--- config.mk ---
export PLATFORM = sky130hd
export DESIGN_NAME = input_pack_mem_flat
export DESIGN_NICKNAME = d
export VERILOG_FILES = /design/src/rtl/frame_mem_pkg.sv /design/src/rtl/input_pack_mem_if.sv /design/src/rtl/byte_packer_128.sv /design/src/rtl/input_pack_mem.sv /design/src/flat_wrapper.sv
export SDC_FILE = /design/constraint.sdc
export NUM_CORES = 1
export LEC_CHECK = 0
export BUFFER_PORTS_ARGS = -buffer_cell sky130_fd_sc_hd__buf_4
export CAP_MARGIN = 5
export CORE_ASPECT_RATIO = 1.75
export CORE_MARGIN = 5
export CORE_UTILIZATION = 45
export DETAILED_ROUTE_END_ITERATION = 12
export PLACE_DENSITY = 0.69
export SLEW_MARGIN = 20
export SYNTH_ARGS = -nofsm -noshare
export SYNTH_HDL_FRONTEND = slang
export SYNTH_HIERARCHICAL = 1
export SYNTH_SLANG_ARGS = --single-unit
--- constraint.sdc ---
create_clock -name clock -period 5.5 [get_ports clock]
set_input_delay 0 -clock clock [delete_from_list [all_inputs] [get_ports clock]]
set_output_delay 0 -clock clock [all_outputs]
set_load 0.02 [all_outputs]
--- src/rtl/frame_mem_pkg.sv ---
// Constants and types shared by the frame-memory write (pack) and read (fetch) paths.
// The address holds a bank bit in the MSB and a word index below it.
package frame_mem_pkg;

  localparam int WORDS_PER_FRAME = 19200;
  localparam int BYTES_PER_WORD  = 16;
  localparam int MEM_DATA_W      = 128;
  localparam int ADDR_W          = 16;
  localparam int BANK_BIT        = ADDR_W - 1;
  localparam int INDEX_W         = BANK_BIT;
  localparam int CNT_W           = $clog2(BYTES_PER_WORD);

  typedef enum logic [1:0] {IDLE, PACK, DONE} frame_state_e;

  function automatic logic [ADDR_W-1:0] frame_addr(input logic bank,
                                                   input logic [INDEX_W-1:0] index);
    return {bank, index};
  endfunction

endpackage

--- src/rtl/input_pack_mem_if.sv ---
// Byte-source and memory-write-port signals of the frame packer.
// The slave modport is the packer; the master modport is whatever drives it.
interface input_pack_mem_if;
  import frame_mem_pkg::*;

  logic                  start;
  logic                  input_base_offset;
  logic [7:0]            DataIn;
  logic                  DataValid;
  logic [MEM_DATA_W-1:0] WriteBus;
  logic [ADDR_W-1:0]     WriteAddress;
  logic                  WriteEnable;
  logic                  busy;
  logic                  done;

  modport master (
    output start, input_base_offset, DataIn, DataValid,
    input  WriteBus, WriteAddress, WriteEnable, busy, done
  );

  modport slave (
    input  start, input_base_offset, DataIn, DataValid,
    output WriteBus, WriteAddress, WriteEnable, busy, done
  );

endinterface

--- src/rtl/byte_packer_128.sv ---
// Shifts bytes in from the LSB end and counts them; word_complete flags the 16th byte,
// with word already including that byte so the caller can register it on the same edge.
module byte_packer_128
  import frame_mem_pkg::*;
(
  input  logic                  clock,
  input  logic                  reset,
  input  logic                  clear,
  input  logic                  byte_vld,
  input  logic [7:0]            byte_dat,
  output logic [MEM_DATA_W-1:0] word,
  output logic                  word_complete
);

  logic [MEM_DATA_W-1:0] shreg;
  logic [CNT_W-1:0]      count;

  assign word          = {shreg[MEM_DATA_W-9:0], byte_dat};
  assign word_complete = byte_vld && !clear && (count == CNT_W'(BYTES_PER_WORD - 1));

  always_ff @(posedge clock or posedge reset) begin
    if (reset) begin
      shreg <= '0;
      count <= '0;
    end else if (clear) begin
      shreg <= '0;
      count <= '0;
    end else if (byte_vld) begin
      shreg <= word;
      count <= count + 1'b1;
    end
  end

endmodule

--- src/rtl/input_pack_mem.sv ---
// Packs a byte stream into 128-bit words and writes them to one of two frame banks,
// raising done with the final word's strobe and holding it until start drops.
module input_pack_mem
  import frame_mem_pkg::*;
#(
  parameter int FRAME_WORDS = frame_mem_pkg::WORDS_PER_FRAME
) (
  input logic              clock,
  input logic              reset,
  input_pack_mem_if.slave  bus
);

  frame_state_e          state, state_nxt;
  logic                  bank;
  logic [INDEX_W-1:0]    index;
  logic                  accept;
  logic                  clear;
  logic                  last_word;
  logic                  word_complete;
  logic [MEM_DATA_W-1:0] word;

  logic [MEM_DATA_W-1:0] write_bus_q;
  logic [ADDR_W-1:0]     write_addr_q;
  logic                  write_en_q;

  // A byte is only taken while actively packing; an abort cycle discards it.
  assign accept    = (state == PACK) && bus.start && bus.DataValid;
  assign clear     = (state != PACK);
  assign last_word = (index == INDEX_W'(FRAME_WORDS - 1));

  byte_packer_128 u_packer (
    .clock         (clock),
    .reset         (reset),
    .clear         (clear),
    .byte_vld      (accept),
    .byte_dat      (bus.DataIn),
    .word          (word),
    .word_complete (word_complete)
  );

  always_ff @(posedge clock or posedge reset) begin
    if (reset) state <= IDLE;
    else       state <= state_nxt;
  end

  always_comb begin
    state_nxt = state;
    case (state)
      IDLE: if (bus.start) state_nxt = PACK;
      PACK: begin
        if (!bus.start)                      state_nxt = IDLE;
        else if (word_complete && last_word) state_nxt = DONE;
      end
      DONE: if (!bus.start) state_nxt = IDLE;
      default: state_nxt = IDLE;
    endcase
  end

  always_ff @(posedge clock or posedge reset) begin
    if (reset) begin
      index        <= '0;
      bank         <= 1'b0;
      write_bus_q  <= '0;
      write_addr_q <= '0;
      write_en_q   <= 1'b0;
    end else begin
      write_en_q <= word_complete;
      if (state == IDLE) begin
        index <= '0;
        bank  <= bus.input_base_offset;
      end else if (word_complete) begin
        write_bus_q  <= word;
        write_addr_q <= frame_addr(bank, index);
        index        <= index + 1'b1;
      end
    end
  end

  assign bus.WriteBus     = write_bus_q;
  assign bus.WriteAddress = write_addr_q;
  assign bus.WriteEnable  = write_en_q;
  assign bus.busy         = (state == PACK);
  assign bus.done         = (state == DONE);

endmodule

--- src/flat_wrapper.sv ---
// flat-port wrapper written by rule: the top's interface ports become plain ports
module input_pack_mem_flat import frame_mem_pkg::*;
#(
  parameter int FRAME_WORDS = frame_mem_pkg::WORDS_PER_FRAME
)
  (clock, reset, bus_start, bus_input_base_offset, bus_DataIn, bus_DataValid, bus_WriteBus, bus_WriteAddress, bus_WriteEnable, bus_busy, bus_done);
  input_pack_mem_if bus_i ();
  input logic clock;
  input logic reset;
  input wire logic [$bits(bus_i.start)-1:0] bus_start;
  input wire logic [$bits(bus_i.input_base_offset)-1:0] bus_input_base_offset;
  input wire logic [$bits(bus_i.DataIn)-1:0] bus_DataIn;
  input wire logic [$bits(bus_i.DataValid)-1:0] bus_DataValid;
  output wire logic [$bits(bus_i.WriteBus)-1:0] bus_WriteBus;
  output wire logic [$bits(bus_i.WriteAddress)-1:0] bus_WriteAddress;
  output wire logic [$bits(bus_i.WriteEnable)-1:0] bus_WriteEnable;
  output wire logic [$bits(bus_i.busy)-1:0] bus_busy;
  output wire logic [$bits(bus_i.done)-1:0] bus_done;
  assign bus_i.start = bus_start;
  assign bus_i.input_base_offset = bus_input_base_offset;
  assign bus_i.DataIn = bus_DataIn;
  assign bus_i.DataValid = bus_DataValid;
  assign bus_WriteBus = bus_i.WriteBus;
  assign bus_WriteAddress = bus_i.WriteAddress;
  assign bus_WriteEnable = bus_i.WriteEnable;
  assign bus_busy = bus_i.busy;
  assign bus_done = bus_i.done;
  input_pack_mem #(.FRAME_WORDS(FRAME_WORDS)) u_core (.clock(clock), .reset(reset), .bus(bus_i));
endmodule
; ---- Word level (Yosys, flattened, before mapping)
; Index checks and enable logic that the tools add are counted.
[word_totals]
register_bits = 287
word_cells = 41
[classes]
eq_ne = 8
mux = 11
add_sub_neg = 2
reduce_logical = 11
n_bitwise = 1
[op_table]
columns = cell, n
row1 = $mux W120, 2
row2 = $mux W15, 2
row3 = $add A15 B1 Y15 const B, 1
row4 = $eq A15 B15 Y1 const B, 1
row5 = $mux W2, 4
row6 = $mux W4, 2
row7 = $pmux W2 S3, 1
row8 = $logic_and A1 B1 Y1, 5
row9 = $add A4 B1 Y4 const B, 1
row10 = $eq A4 B4 Y1 const B, 1
row11 = $ne A2 B2 Y1 const B, 2
row12 = $reduce_bool A2 Y1, 2
row13 = $ne A3 B2 Y1 const B, 1
row14 = $reduce_and A3 Y1, 1
row15 = $eq A2 B1 Y1 const B, 1
row16 = $eq A2 B2 Y1 const B, 1
row17 = $logic_not A2 Y1, 1
row18 = $ne A2 B1 Y1 const B, 1
row19 = $reduce_and A2 Y1, 1
row20 = $logic_not A1 Y1, 1
row21 = $not A1 Y1, 1

; ---- Logic depth before layout (Yosys ltp)
; Gate-level depths: netlist of the first run.
[depth]
depth_word = 9
ltp_mapped = 11
ltp_nobuf = 7

; ---- Cells and area by module
; The synthesis of the first run kept the hierarchy.
[modules_own_cells]
columns = module, n_inst, area_per_inst_um2, cells_each, seq_area_each_um2
row1 = input_pack_mem, 1, 6631.4, 407, 4078.9
row2 = byte_packer_128, 1, 5106.1, 414, 3103.0

; ---- Least setup slack after synthesis of the first run
; Ideal clock, no wire load.
[synth_timing]
path_type = register to register
from = register u_core.state[1]
to = register u_core.index[11]
slack_ns = 2.766
arrival_time_ns = 2.655
stages_incl_launch_ff = 11
period_less_slack_ns = 2.734
setup_time_ns = 0.079
t_required_ns = 5.421
cell_sequence = dfrtp_1 -> nor2b_1 -> and3_1 -> buf_4 -> buf_6 -> buf_6 -> and4_1 -> buf_2 -> nand4_1 -> nor4_1 -> mux2i_1
[synth_via]
elab_chain_cells = 6
elab_cells_between_ends = 10
cone_classes = 2 x eq/ne / 1 x mux / 7 x reduce/logical
[synth_rtl]
columns = element, line_no
row1 = start: declaration, input_pack_mem.sv:13  ; frame_state_e state, state_nxt;
row2 = start signal: assignment, input_pack_mem.sv:43  ; else state <= state_nxt;
row3 = $eq A2 B1 Y1, -
row4 = via bus_busy, flat_wrapper.sv:17  ; output wire logic [$bits(bus_i.busy)-1:0] bus_busy;
row5 = $logic_and A1 B1 Y1 (2 in series), input_pack_mem.sv:27  ; assign accept = (state == PACK) && bus.start && bus.DataValid;
row6 = via u_core.accept, input_pack_mem.sv:16  ; logic accept;
row7 = $logic_and A1 B1 Y1 (2 in series), byte_packer_128.sv:19  ; assign word_complete = byte_vld && !clear && (count == CNT_W'(BYTES_PER_WORD - 1));
row8 = via u_core.word_complete, input_pack_mem.sv:19  ; logic word_complete;
row9 = $reduce_bool A2 Y1 (no source line), -
row10 = end signal: assignment, input_pack_mem.sv:74  ; index <= index + 1'b1;
row11 = end: declaration, input_pack_mem.sv:15  ; logic [INDEX_W-1:0] index;
; The timed path passes the listed nets, and every way through them passes these cells.
; A chain may end at the register's enable or synchronous reset.

; ---- Worst setup path in the final report of the first run
[layout_timing]
from = register u_core.state[1]
to = register u_core.write_bus_q[59], in the netlist u_core/bus.WriteBus[59]
[layout_via]
elab_cells_between_ends = 10
cone_classes = 2 x eq/ne / 1 x bitwise / 7 x reduce/logical
[layout_lines]
columns = element, line_no
row1 = $ne A2 B1 Y1, input_pack_mem.sv:28  ; assign clear = (state != PACK);
row2 = via u_core.clear, input_pack_mem.sv:17  ; logic clear;
row3 = $logic_not A1 Y1, byte_packer_128.sv:19
row4 = $logic_and A1 B1 Y1 (2 in series), byte_packer_128.sv:19
row5 = via u_core.word_complete, input_pack_mem.sv:19
row6 = $reduce_and A2 Y1 (no source line), -
row7 = end signal: assignment, input_pack_mem.sv:72  ; write_bus_q <= word;
row8 = end: declaration, input_pack_mem.sv:22  ; logic [MEM_DATA_W-1:0] write_bus_q;
; The timed path passes the listed nets, and every way through them passes these cells.

==> reports/results.ini, run 1 <==
[routing]
drc = 0
routed-via-count = 6550
drt-initial-drc-count = 309
routed-wl-met3_um = 1040
wl_per_cell_um = 17.8
postRouteAntennaNets = 0
wl_met2_um = 12200
first_pass_iters = 4
wl_um = 23300
wl_met1_um = 9780
highest_layer = met4
via_per_inst = 5.00

[clocking]
cts_root_buffer = clkbuf_16
worstSkewPairLatency_ps = 530
cts_tree = done
clkTransAtPathRegs_ps = 60
cts_inserted_buffers = 26
cts_resized = 0
htreeDepth = 1
clock_path_buffers = 3
clock_sinks = 287

[timing]
drv_slew = 0
fin_ws_ps = 2340
finalHoldViolations = 0
min_period_ps = 3160
fin_skew_ps = 9.09
setup_tns_ps = 0
fmax_ghz = 0.316
rsz0062_at_grt = false
finalCritPeriodShare = 0.575
worst_pin_slew_ps = 981
finalSetupViolCount = 0
relSlewSlack = 0.346

[placement]
dp_slack_ps = 1910
portBuffers = 159
place_congestion = 0.753
hpwl_um = 14900

[yosys]
syn_area_sq_um = 11700
syn_inst = 821
synth_commonest_cells = dfrtp_1 (287), nor2_1 (130), mux2i_1 (127)
yosysUniqueCellTypes = 41
syn_nets = 836
synth.top_cell.area_share = 0.612
syn_avg_cell_area_sq_um = 14.3
yosysTopAreaCell = dfrtp_1
yosys_warnings = 6
async_flop_share = 1.00
synth_top_cells_by_area = dfrtp_1 (61%), mux2i_1 (11%), mux2_2 (8.2%), mux2_4 (7.7%), nor2_1 (4.2%)
yosysMostFrequentCell = dfrtp_1
synthFlopType = dfrtp_1
synth_seq_cells = 287
synth_edf_count = 0
synth-seq-area-share = 0.612

[pwr]
p_leak_nw = 7.12
vdd_drop_max_mv = 0.273
p_per_area_nw_per_um2 = 292

[die]
die_h_um = 224
num_rows = 78
fp.dieW_um = 132
io_pins = 160
fp.dieArea_sq_um = 29500
core_area_sq_um = 25900
initial_core_util = 0.454

[critical_path]
ff2ff_path_depth = 7
r2r_start = u_core/state[1]
cp_max_fo = 75
r2r-end = u_core/bus.WriteBus[59]
critPathKind = reg2reg
arrival_ps = 3570
cp-start-kind = register
cp-end-kind = register
reg2reg_slack_ps = 2340
worst-endpoint-required_ps = 5910

[global_route]
first_global_vias = 7006
track_usage = 0.158
grt_pass1_wl_um = 38600
overflow = 0
grt_max_degree = 118
antenna_found_initial = 0

[cells_and_area]
drive_gt1_frac = 0.362
nNetsFinal = 987
area.growth.synth_to_final_pct = 19.1
antenna_cells = 0

[hold_path]
hold_path.class = in2async

[outcome]
outcome = completed

[flow_run]
drv_cap = 0

-- cell usage in the layout, fill, tap and decap left out, types with 5 or more instances in the layout --
cell type        n
buf_4          165
dfrtp_1        287
nand2b_1         5
clkinv_2         5
clkbuf_1         7
mux2i_1        127
nand2_1         13
mux2_2          85
a21oi_1          5
clkbuf_16       27
nor2_1         130
mux2_4          60
dlygate4sd3_1   11
nand4_1          7
nor4_1           5
-- stage by stage --
stage	power, mW	instances	area, sq um	util	hold WS (ps)
3_3_place_gp	2.27	1251	12900	0.500	95.1
6_report	4.08	1310	14000	0.540	77.2
5_1_grt	4.23	1310	14000	0.540	114
2_1_floorplan	2.25	821	11700	-	105
4_1_cts	4.14	1308	13900	0.538	75.9
3_5_place_dp	2.27	1251	12900	0.500	92.7
-- area by class of cell --
cell class,count,area [sq um]
fill,2160,11900
inverter,6,35.0
sequential,287,7180
timing repair buffer,179,1420
tap,320,400
clock buffer,37,743
clock inverter,9,124
multi-input combinational,472,4080
-- power by group --
group	switching, mW	internal (mW)
clock	0.761	1.08
combinational	0.0859	0.0349
sequential	0.00322	2.11
-- state kept, by name (all words and copies together) (netlist names) --
name / cells
u_core/u_packer/shreg: 120
u_core/bank: 1
u_core/bus.WriteAddress: 16
u_core/bus.WriteBus: 128
u_core/bus.WriteEnable: 1
u_core/state: 2
u_core/index: 15
u_core/u_packer/count: 4
-- layer usage --
metal / GRT usage / up-vias
met1: 0.202 / 3297
met4: 0.0415 / 0
met3: 0.0272 / 13
met2: 0.277 / 130
li1: - / 3110
met5: 0 / -
-- kinds of logic (layout without fill, tap and decap cells) --
logic type,count (synthesis),count (layout),synth area share
flops,287,287,0.612
fa+ha+maj,2,2,0.00213
mux,272,272,0.267
compound gates,14,14,0.00799
xor+xnor,5,5,0.00373
buf+inv,62,231,0.0419
simple gates,179,179,0.0658
-- critical path: stages, from the launching register on --
cell and delay, ps:
dfrtp_1 430, nor2b_1 320, inv_4 320, nor2b_1 220
and4_1 550, nand2_8 370, buf_16 360, mux2_4 370
-- timing repair --
item                                   in CTS  in global routing
hold buffers                               11                  0
setup endpoints to repair                   0                  0
endpoints found under the hold margin     145                  0
setup buffers                               0                  0
-- worst max path at each step --
stage	startpoint	endpoint	slack [ps]	cells after the start
after detailed placement	u_core/state[1]	u_core/bus.WriteBus[95]	1910	7
after global routing	u_core/state[1]	u_core/bus.WriteBus[63]	2120	7
after floorplan	reset	u_core/bank	1100	1
final	u_core/state[1]	u_core/bus.WriteBus[59]	2340	7
after global placement	u_core/state[1]	u_core/bus.WriteBus[89]	2010	7
after CTS	u_core/state[1]	u_core/bus.WriteBus[89]	1890	7
Power figures use the tool's default switching activity.
==> run 2: changes to the inputs <==
==> constraint.sdc (replaced) <==
create_clock -name clock -period 3.3 [get_ports clock]
set_input_delay 0 -clock clock [delete_from_list [all_inputs] [get_ports clock]]
set_output_delay 0 -clock clock [all_outputs]
set_load 0.02 [all_outputs]
==> reports/results.ini, run 2 (synthesized netlist as in run 1, its figures left out) <==
[outcome]
outcome = completed

[timing]
finalHoldViolations = 0
min_period_ps = 2700
finalSetupViolCount = 0
relSlewSlack = 0.237
drv_slew = 0
fin_ws_ps = 600
worst_pin_slew_ps = 1140
rsz0062_at_grt = false
hold_ws_ps = 153
finalCritPeriodShare = 0.818
fmax_ghz = 0.370
setup_tns_ps = 0
fin_skew_ps = 14.0

[critical_path]
cp-end-kind = register
cp-start-kind = register
critPathKind = reg2reg
cp_max_fo = 70
worst-endpoint-required_ps = 3700
arrival_ps = 3100

[flow_run]
drv_cap = 0

[cells_and_area]
nNetsFinal = 986
mostFrequentLayoutCells = dfrtp_1 (287), buf_4 (164), nor2_1 (130)
final_common_cell = dfrtp_1
stdcell_count = 1310
fin_util = 0.541
drive_gt1_frac = 0.362
antenna_cells = 0
final_area_sq_um = 14000
area.growth.synth_to_final_pct = 19.1
largest_reg_flops = 128

[hold_path]
hold_path.class = in2async

[routing]
first_pass_iters = 4
highest_layer = met4
drt-initial-drc-count = 423
drc = 0
wl_per_cell_um = 17.9
wl_met1_um = 9690
wl_met2_um = 12200
via_per_inst = 5.10
wl_um = 23400
postRouteAntennaNets = 0
routed-wl-met3_um = 1150
routed-via-count = 6681

[die]
fp.dieArea_sq_um = 29500
initial_core_util = 0.454
die_h_um = 224
num_rows = 78
core_area_sq_um = 25900
fp.dieW_um = 132
io_pins = 160

[global_route]
first_global_vias = 6951
grt_max_degree = 164
antenna_found_initial = 0
grt_pass1_wl_um = 38700
overflow = 0
track_usage = 0.159

[placement]
portBuffers = 159
dp_slack_ps = 603
place_inst = 1252
place_congestion = 0.735
dpl-instance-area_sq_um = 13000
hpwl_um = 14500

[clocking]
cts_setup_buffers = 0
htreeDepth = 1
cts_root_buffer = clkbuf_16
clock_sinks = 287
clock_path_buffers = 3
cts_hold_buf = 11
cts_resized = 0
cts_inserted_buffers = 26
clkTransAtPathRegs_ps = 70
worstSkewPairLatency_ps = 530
cts_tree = done

[pwr]
finalPower_mw = 6.87
p_per_area_nw_per_um2 = 491
p_leak_nw = 7.12
vdd_drop_max_mv = 0.348

==> run 2: cell types whose count changed in the layout (fill, tap and decap cells not counted), sizes merged <==
cell	change
buf	-1
clkbuf	+3
clkinv	-2
clkinvlp	+1
inv	-1
==> run 2: worst paths after layout <==
kind | start | to | slack (ps) | cells past startpoint
min reg2reg | u_core/bank | u_core/bank | 490 | 2
max | u_core/state[0] | u_core/bus.WriteBus[28] | 600 | 6
min | reset | u_core/u_packer/shreg[78] | 150 | 3
max reg2reg | u_core/state[0] | u_core/bus.WriteBus[28] | 600 | 6
max in group asynchronous | reset | u_core/u_packer/shreg[69] | 2260 | 4
min in group clock | bus_DataValid | u_core/bus.WriteEnable | 200 | 3
==> run 2: area by class of cell <==
cell class | count | area (sq um)
clock buffers | 40 | 785
multi-input cells | 472 | 4080
well taps | 320 | 400
inverters | 6 | 33.8
clock inverters | 7 | 114
fillers | 2152 | 11900
repair buffers | 178 | 1390
flip-flops and latches | 287 | 7180
==> run 2: report_power, final <==
group / total (mW) / internal, mW / switching (mW)
Combinational: 0.203 / 0.0588 / 0.145
Clock: 3.13 / 1.87 / 1.26
Sequential: 3.53 / 3.52 / 0.00555
Total: 6.87 / 5.45 / 1.41
==> run 2: critical path, cell delays in order, from the launching register on <==
cell and delay, ps:
dfrtp_1 410, nor2b_1 190, and3_4 200, and4_1 330, nand2_8 110, buf_4 790
mux2_2 420
==> run 2: metal layers <==
metal / track usage / vias up
met2: 0.267 / 140
met1: 0.210 / 3394
met3: 0.0308 / 26
met4: 0.0452 / 0
li1: - / 3121
met5: 0 / -
==> run 3: changes to the inputs <==
--- a/config.mk
+++ b/config.mk
@@ -11,7 +11,7 @@
 export CORE_MARGIN = 5
 export CORE_UTILIZATION = 45
 export DETAILED_ROUTE_END_ITERATION = 12
-export PLACE_DENSITY = 0.69
+export PLACE_DENSITY = 0.71
 export SLEW_MARGIN = 20
 export SYNTH_ARGS = -nofsm -noshare
 export SYNTH_HDL_FRONTEND = slang
==> constraint.sdc (replaced) <==
create_clock -name clock -period 2.45 [get_ports clock]
set_input_delay 0 -clock clock [delete_from_list [all_inputs] [get_ports clock]]
set_output_delay 0 -clock clock [all_outputs]
set_load 0.02 [all_outputs]
==> reports/results.ini, run 3 (synthesized netlist as in run 1, its figures left out) <==
[critical_path]
cp_max_fo = 7
cp-end-kind = register
critPathTopFamily = simple AND/OR/NAND/NOR gates
critPathKind = reg2reg
crit_chain = nor2b_4, and3_4, and4_1, buf_4, nand3_1, nor3_1, a311oi_1
cp-start-kind = register
cp_num_buf_inv = 1
reg2reg_slack_ps = 140
crit_slowest_cell = dfrtp_1
arrival_ps = 2700
slowest_delay_ps = 450
worst-endpoint-required_ps = 2850

[routing]
via_per_inst = 5.08
wl_per_cell_um = 18.2
routed-via-count = 6705
wl_um = 24000
first_pass_iters = 4
postRouteAntennaNets = 0
drt-initial-drc-count = 312
drc = 0

[global_route]
grt_max_degree = 126
grt_pass1_wl_um = 39700
antenna_found_initial = 0
first_global_vias = 7031
overflow = 0
track_usage = 0.162

[die]
io_pins = 160
die_h_um = 224
initial_core_util = 0.454
fp.dieArea_sq_um = 29500
core_area_sq_um = 25900
fp.dieW_um = 132
num_rows = 78

[cells_and_area]
mostFrequentLayoutCells = dfrtp_1 (287), buf_4 (169), nor2_1 (130)
nNetsFinal = 996
area.growth.synth_to_final_pct = 20.6
largest_reg_flops = 128
final_common_cell = dfrtp_1
seqCellArea_sq_um = 7180
final_area_sq_um = 14200
drive_gt1_frac = 0.376
multi_input_area_sq_um = 4100
antenna_cells = 0
n_fill_cell = 2124
stdcell_count = 1321
fin_util = 0.548

[timing]
fmax_ghz = 0.434
fin_ws_ps = 144
hold_ws_ps = 66.0
fin_skew_ps = 13.7
rsz0062_at_grt = false
drv_slew = 0
min_period_ps = 2310
finalHoldViolations = 0
worst_pin_slew_ps = 1050
finalCritPeriodShare = 0.941
finalSetupViolCount = 0
setup_tns_ps = 0
relSlewSlack = 0.301

[clocking]
clock_path_buffers = 3
worstSkewPairLatency_ps = 530
clkTransAtPathRegs_ps = 60
cts_tree = done
cts_root_buffer = clkbuf_16
htreeDepth = 1
clock_sinks = 287
cts_inserted_buffers = 26

[pwr]
finalPower_mw = 9.30
vdd_drop_max_mv = 0.545
p_leak_nw = 7.21
p_per_area_nw_per_um2 = 657

[placement]
place_inst = 1261
hpwl_um = 15500
dp_slack_ps = 138
portBuffers = 159
place_congestion = 0.737
dpl-instance-area_sq_um = 13100

[hold_path]
hold_path.class = in2async

[flow_run]
drv_cap = 0

[outcome]
outcome = completed

-- run 3: worst register-to-register path: stages, from the launching register on --
cell	delay [ps]
dfrtp_1	450
nor2b_4	180
and3_4	220
and4_1	360
buf_4	220
nand3_1	210
nor3_1	380
a311oi_1	160
-- run 3: worst paths after layout --
kind,startpoint,end,cells past startpoint
min reg2reg,u_core/bank,u_core/bank,2
max in group asynchronous,reset,u_core/bus.WriteBus[123],4
max reg2reg,u_core/state[1],u_core/state[0],7
min,reset,u_core/u_packer/shreg[86],3
max,u_core/state[1],u_core/state[0],7
min in group clock,bus_DataValid,u_core/bus.WriteEnable,3
-- run 3: repair_timing --
| item | in CTS | in global routing |
|---|---|---|
| resized for setup | 0 | 1 |
| setup buffers | 0 | 1 |
| hold endpoints to repair | 168 | 0 |
| endpoints found under the setup margin | 0 | 2 |
| hold buffers | 11 | 0 |
-- run 3: per-layer routing --
| metal | routed length (um) | global-route usage | part of all wire |
|---|---|---|---|
| met5 | 0 | 0 | 0 |
| met4 | 534 | 0.0498 | 0.022 |
| met3 | 862 | 0.0243 | 0.036 |
| met2 | 12600 | 0.280 | 0.52 |
| met1 | 10000 | 0.212 | 0.42 |
-- run 3: cell type report --
type                            instances  area share
Inverter                                6     0.00230
Sequential cell                       287       0.507
Clock buffer                           36      0.0543
Timing Repair Buffer                  188       0.109
Tap cell                              320      0.0283
Clock inverter                         12     0.00981
Multi-Input combinational cell        472       0.289
-- run 3: where the power goes --
part | switching, mW | total [mW] | internal (mW) | leakage [nW]
logic | 0.198 | 0.291 | 0.0931 | 2.75
clock network | 1.74 | 4.26 | 2.51 | 0.458
registers | 0.00714 | 4.75 | 4.75 | 4.01
total | 1.95 | 9.30 | 7.35 | 7.21
